$ cat src/rtl/tp_ram_pkg.sv
// Shared constants, address-width helper and clear-sweep state type for sync_tp_ram.
package tp_ram_pkg;

    localparam string RDW_WRITE_FIRST = "write_first";
    localparam string RDW_READ_FIRST  = "read_first";

    typedef enum logic [0:0] {
        ST_CLEAR = 1'b0,
        ST_READY = 1'b1
    } sweep_state_e;

    function automatic int addr_width(input int depth);
        if (depth <= 2) begin
            return 1;
        end else begin
            return $clog2(depth);
        end
    endfunction

endpackage

$ cat src/rtl/tp_ram_out_pipe.sv
// Valid-tagged read pipeline: stage 0 capture, OUTPUT_REG middle stages, registered output.
module tp_ram_out_pipe #(
    parameter int DATA_WIDTH = 8,
    parameter int OUTPUT_REG = 2
) (
    input  logic                  clk,
    input  logic                  rst,
    input  logic                  i_valid,
    input  logic [DATA_WIDTH-1:0] i_data,
    output logic                  o_valid,
    output logic [DATA_WIDTH-1:0] o_data
);

    localparam int LAST = OUTPUT_REG + 1;

    logic                  r_vld [0:LAST];
    logic [DATA_WIDTH-1:0] r_dat [0:LAST];

    // Each stage only reloads data behind a valid bit, so the output holds the last read.
    always_ff @(posedge clk or posedge rst) begin
        if (rst) begin
            for (int i = 0; i <= LAST; i++) begin
                r_vld[i] <= 1'b0;
                r_dat[i] <= '0;
            end
        end else begin
            r_vld[0] <= i_valid;
            if (i_valid) begin
                r_dat[0] <= i_data;
            end
            for (int i = 1; i <= LAST; i++) begin
                r_vld[i] <= r_vld[i-1];
                if (r_vld[i-1]) begin
                    r_dat[i] <= r_dat[i-1];
                end
            end
        end
    end

    assign o_valid = r_vld[LAST];
    assign o_data  = r_dat[LAST];

endmodule

$ cat src/rtl/sync_tp_ram.sv
// Single-clock two-port RAM with byte-lane writes, valid-tagged read pipeline and RDW mode.
// Define SYNC_TP_RAM_INIT_CLEAR_EN to compile in the post-reset clear sweep.
module sync_tp_ram
    import tp_ram_pkg::*;
#(
    parameter int    DEPTH      = 16,
    parameter int    DATA_WIDTH = 8,
    parameter int    LANE_WIDTH = 8,
    parameter int    OUTPUT_REG = 2,
    parameter string RAM_TYPE   = "register",
    parameter string RDW_MODE   = RDW_WRITE_FIRST,
    localparam int   ADDR_WIDTH = addr_width(DEPTH),
    localparam int   NUM_LANES  = DATA_WIDTH / LANE_WIDTH
) (
    input  logic                  clk,
    input  logic                  rst,
    input  logic                  wr_en,
    input  logic [ADDR_WIDTH-1:0] wr_addr,
    input  logic [NUM_LANES-1:0]  wr_be,
    input  logic [DATA_WIDTH-1:0] wr_data,
    input  logic                  rd_en,
    input  logic [ADDR_WIDTH-1:0] rd_addr,
    output logic [DATA_WIDTH-1:0] rd_data,
    output logic                  rd_valid,
    output logic                  init_busy
);

    localparam bit                WRITE_FIRST = (RDW_MODE != RDW_READ_FIRST);
    localparam logic [ADDR_WIDTH:0] DEPTH_W   = (ADDR_WIDTH+1)'(DEPTH);

    logic [DATA_WIDTH-1:0] r_mem [0:DEPTH-1];

    logic                  w_busy;
    logic [ADDR_WIDTH-1:0] w_clr_addr;
    logic                  w_wr_in;
    logic                  w_rd_in;
    logic                  w_wr_ok;
    logic                  w_rd_ok;
    logic                  w_coll;
    logic [DATA_WIDTH-1:0] w_lane_mask;
    logic                  w_we;
    logic [ADDR_WIDTH-1:0] w_waddr;
    logic [DATA_WIDTH-1:0] w_wdata;
    logic [DATA_WIDTH-1:0] w_wmask;
    logic [DATA_WIDTH-1:0] w_rd_word;

`ifdef SYNC_TP_RAM_INIT_CLEAR_EN
    localparam int                  LAST_I    = DEPTH - 1;
    localparam logic [ADDR_WIDTH-1:0] LAST_ADDR = LAST_I[ADDR_WIDTH-1:0];

    sweep_state_e          r_state;
    logic [ADDR_WIDTH-1:0] r_clr_cnt;

    // Clear sweep: one word per cycle from 0 to DEPTH-1, restarted by every reset.
    always_ff @(posedge clk or posedge rst) begin
        if (rst) begin
            r_state   <= ST_CLEAR;
            r_clr_cnt <= '0;
        end else begin
            case (r_state)
                ST_CLEAR: begin
                    if (r_clr_cnt == LAST_ADDR) begin
                        r_state <= ST_READY;
                    end else begin
                        r_clr_cnt <= r_clr_cnt + ADDR_WIDTH'(1);
                    end
                end
                ST_READY: r_state <= ST_READY;
                default:  r_state <= ST_CLEAR;
            endcase
        end
    end

    assign w_busy     = (r_state == ST_CLEAR);
    assign w_clr_addr = r_clr_cnt;
`else
    assign w_busy     = 1'b0;
    assign w_clr_addr = '0;
`endif

    assign w_wr_in = ({1'b0, wr_addr} < DEPTH_W);
    assign w_rd_in = ({1'b0, rd_addr} < DEPTH_W);
    assign w_wr_ok = wr_en & ~w_busy & w_wr_in;
    assign w_rd_ok = rd_en & ~w_busy;
    assign w_coll  = w_rd_ok & w_wr_ok & (rd_addr == wr_addr);

    // Expand lane enables to a bit mask.
    always_comb begin
        w_lane_mask = '0;
        for (int k = 0; k < NUM_LANES; k++) begin
            w_lane_mask[k*LANE_WIDTH +: LANE_WIDTH] = {LANE_WIDTH{wr_be[k]}};
        end
    end

    // Array write port is owned by the sweep while it runs, by the user otherwise.
    always_comb begin
        if (w_busy) begin
            w_we    = 1'b1;
            w_waddr = w_clr_addr;
            w_wdata = '0;
            w_wmask = '1;
        end else begin
            w_we    = w_wr_ok;
            w_waddr = wr_addr;
            w_wdata = wr_data;
            w_wmask = w_lane_mask;
        end
    end

    // Read word with out-of-range zeroing and write-first lane merge on collision.
    always_comb begin
        w_rd_word = '0;
        if (w_rd_in) begin
            if (WRITE_FIRST && w_coll) begin
                w_rd_word = (r_mem[rd_addr] & ~w_lane_mask) | (wr_data & w_lane_mask);
            end else begin
                w_rd_word = r_mem[rd_addr];
            end
        end else begin
            w_rd_word = '0;
        end
    end

    if (RAM_TYPE == "block") begin : g_block
        // Block array: no reset so it can map onto RAM primitives.
        always_ff @(posedge clk) begin
            if (w_we) begin
                r_mem[w_waddr] <= (r_mem[w_waddr] & ~w_wmask) | (w_wdata & w_wmask);
            end
        end
    end else begin : g_register
        // Flop array, cleared by reset.
        always_ff @(posedge clk or posedge rst) begin
            if (rst) begin
                for (int i = 0; i < DEPTH; i++) begin
                    r_mem[i] <= '0;
                end
            end else if (w_we) begin
                r_mem[w_waddr] <= (r_mem[w_waddr] & ~w_wmask) | (w_wdata & w_wmask);
            end
        end
    end

    tp_ram_out_pipe #(
        .DATA_WIDTH (DATA_WIDTH),
        .OUTPUT_REG (OUTPUT_REG)
    ) u_out_pipe (
        .clk     (clk),
        .rst     (rst),
        .i_valid (w_rd_ok),
        .i_data  (w_rd_word),
        .o_valid (rd_valid),
        .o_data  (rd_data)
    );

    assign init_busy = w_busy;

endmodule
$ cat config.mk
export PLATFORM = sky130hd
export DESIGN_NAME = sync_tp_ram
export DESIGN_NICKNAME = d
export VERILOG_FILES = /design/src/rtl/tp_ram_pkg.sv /design/src/rtl/tp_ram_out_pipe.sv /design/src/rtl/sync_tp_ram.sv
export SDC_FILE = /design/constraint.sdc
export NUM_CORES = 1
export LEC_CHECK = 0
export ABC_AREA = 1
export CAP_MARGIN = 0
export CORE_ASPECT_RATIO = 1.25
export CORE_MARGIN = 3
export CORE_UTILIZATION = 32
export CTS_BUF_LIST = sky130_fd_sc_hd__clkbuf_8
export CTS_CLUSTER_DIAMETER = 100
export DETAILED_ROUTE_END_ITERATION = 10
export HOLD_SLACK_MARGIN = 0.03
export PLACE_DENSITY = 0.5
export SLEW_MARGIN = 20
export SYNTH_ARGS = -nofsm -noshare
export SYNTH_HDL_FRONTEND = slang
export SYNTH_SLANG_ARGS = --single-unit
$ cat constraint.sdc
create_clock -name clk -period 8.75 [get_ports clk]
set_clock_uncertainty 0.15 [all_clocks]
set_input_delay 1.3125 -clock clk [delete_from_list [all_inputs] [get_ports clk]]
set_output_delay 1.3125 -clock clk [all_outputs]
set_load 0.1 [all_outputs]
==> results_dict.tcl <==
set metrics [dict create \
    die_area_sq_um 30930 \
    place_area_sq_um 9543 \
    via_per_inst 5.201 \
    crit_fanout 18 \
    num_io_pins 31 \
    fin_crit_ns 4.213 \
    worst_pin_slew_ns 1.027 \
    synthArstFlopShare_pct 100.0 \
    fmax_mhz 237.3 \
    fin_nets 1302 \
    core_area_sq_um 27990 \
    reg2reg_from "r_mem[33]" \
    htreeDepth 4 \
    dr.first_iter.drc_count 968 \
    drt_wl_total_um 32400 \
    synth-main-ff-cell "dfrtp_1" \
    met3_length_um 1561 \
    vias 8551 \
    synth_common_cells "nand2_1 (529), dfrtp_1 (164), nand3_1 (147)" \
    drive_above_1_share_pct 7.573 \
    synth_top_area_share_pct 44.46 \
    cts_tree "yes" \
    gp_congestion 0.8806 \
    r2r_end "r_mem[9]" \
    tns_ns 0 \
    reg2reg_depth 10 \
    met1_length_um 14280 \
    antenna_found_initial 0 \
    die-height_um 195.9 \
    yosys.cell_types.count 25 \
    drc_errors 0 \
    rows 68 \
    start_util_pct 32.97 \
    synth_nets 1325 \
    vdd_drop_max_uv 75.23 \
    cts.sinks 164 \
    post-cts-setup-buffers 0 \
    cts_buffers 17 \
    crit_arrival_ns 4.43 \
    die_w_um 157.9 \
    slew_headroom_pct 31.51 \
    clock_latency_ns 0.49 \
    place_hpwl_um 21480 \
    status "finished clean" \
    start_kind "input pin" \
    grt_pass1_vias 8213 \
    ctsLongestPathBuffers 2 \
    synth_area_sq_um 9230 \
    fillers 2974 \
    critPathKind "in -> reg" \
    worst_hold_startpoint "u_out_pipe.r_dat[27]" \
    gr-usage-all-layers_pct 21.15 \
    numPortBuffers 29 \
    antenna_left 0 \
    p_per_area_nw_per_um2 212.6 \
    syn_inst 1304 \
    route.met2.wl_um 15550 \
    slew_viol_final 0 \
    antennaDiodeCount 0 \
    setup_viol 0 \
    final_area_sq_um 9916 \
    min_delay_path_depth 2 \
    period_share_pct 48.15 \
    hp-class "reg -> reg" \
    min_to "u_out_pipe.r_dat[27]" \
    cts.repair.resized 0 \
    ys_seq_elements 164 \
    synth_top_cell_by_area "dfrtp_1" \
    hold_violations 0 \
    end_kind "flop" \
    synth.most_common_cell "nand2_1" \
    p_leak_uw 0.004951 \
    routedWlPerCell_um 19.71 \
    yosysWarnings 0 \
    synthTopCellsByArea "dfrtp_1 (44%), nand2_1 (22%), nand3_1 (8.0%)" \
    post_synth.cell_area_avg_sq_um 7.078 \
    synth_edf_count 0 \
    postCtsHoldBufs 0 \
    yosysSeqAreaShare_pct 44.46 \
    first_pass_iters 8 \
    rsz0062_at_grt "no" \
    cts_root_buf "clkbuf_8" \
    required_ns 8.97 \
    gr-total-overflow 0 \
    grt_pass1_wl_um 49600 \
    area_growth_pct 7.428 \
    cap_violations 0 \
    clk_pin_slew_ns 0.10 \
    grt_start_max_net_pins 99 \
    top_layer "met4" \
    reg2reg_slack_ns 6.73 \
]
metrics by stage:
| stage | setup slack (ns) | hold slack, ns | util, % | instances | power [uW] |
|---|---|---|---|---|---|
| floorplan | 2.854 | 0.2019 | - | 1304 | 1393 |
| global placement | 4.024 | 0.3092 | 34.09 | 1612 | 1557 |
| detailed placement | 4.044 | 0.3116 | 34.09 | 1612 | 1558 |
| CTS | 4.577 | 0.3339 | 35.42 | 1644 | 2113 |
| global route | 4.394 | 0.3597 | 35.42 | 1644 | 2232 |
| finish | 4.537 | 0.3310 | 35.42 | 1644 | 2108 |
routing by layer:
| layer | global-route usage, % | vias to the layer above |
|---|---|---|
| met5 | 0 | - |
| met4 | 7.170 | 0 |
| met3 | 3.067 | 56 |
| met2 | 34.34 | 311 |
| met1 | 28.83 | 4094 |
| li1 | - | 4090 |
cells in the final DEF (no fill, tap or decap), drive strengths merged, types with 6 or more instances in the layout:
master / instances
nand2: 540
buf: 8
clkdlybuf4s50: 26
or2: 6
o211ai: 26
o21ai: 89
inv: 98
clkbuf: 17
nand3: 148
a21oi: 46
nor2: 101
nand4: 6
dfrtp: 164
clkinv: 8
mux2: 8
how the worst max path moves through the flow:
stage	start	cells past startpoint	slack, ns	end
final	rd_addr[2]	10	4.54	u_out_pipe.r_dat[24]
after global routing	rd_addr[2]	10	4.39	u_out_pipe.r_dat[24]
after CTS	rd_addr[2]	10	4.58	u_out_pipe.r_dat[27]
after detailed placement	rd_addr[2]	10	4.04	u_out_pipe.r_dat[28]
after global placement	rd_addr[2]	10	4.02	u_out_pipe.r_dat[27]
after floorplan	rst	1	2.85	r_mem[0]
sequential cells by signal, indices dropped and copies added (netlist names):
name	count
r_mem	128
u_out_pipe.o_data	8
u_out_pipe.o_valid	1
u_out_pipe.r_dat	24
u_out_pipe.r_vld	3
logic make-up after synthesis:
family	count (synthesis)	share of synthesized area [%]
flops	164	44.46
other cells	1	0.04063
mux	8	0.9760
compound gates	161	9.435
buf+inv	169	8.581
simple gates	801	36.51
power by group:
group / internal (uW) / switching (uW) / total, uW
Clock: 209 / 346 / 555
Combinational: 161 / 365 / 526
Sequential: 906 / 121 / 1030
layout make-up:
class                           instances  area [sq um]  area share (%)
Clock inverter                         15         138.9           1.401
Timing Repair Buffer                   34         312.8           3.155
Tap cell                              350         437.9           4.416
Clock buffer                           17         234.0           2.360
Inverter                               93         354.1           3.571
Multi-Input combinational cell        971          4334           43.71
Sequential cell                       164          4104           41.39
worst max-delay path, cell delays in order:
cell and delay, ns:
clkdlybuf4s50_1 1.08, clkinv_1 0.80, nand2_1 0.21, nand3_1 0.09, nor2_1 0.18, nand3_2 0.32
o21ai_0 0.27, inv_1 0.05, nand2_1 0.06, nand2_1 0.05
(Power assumes the default switching activity.)
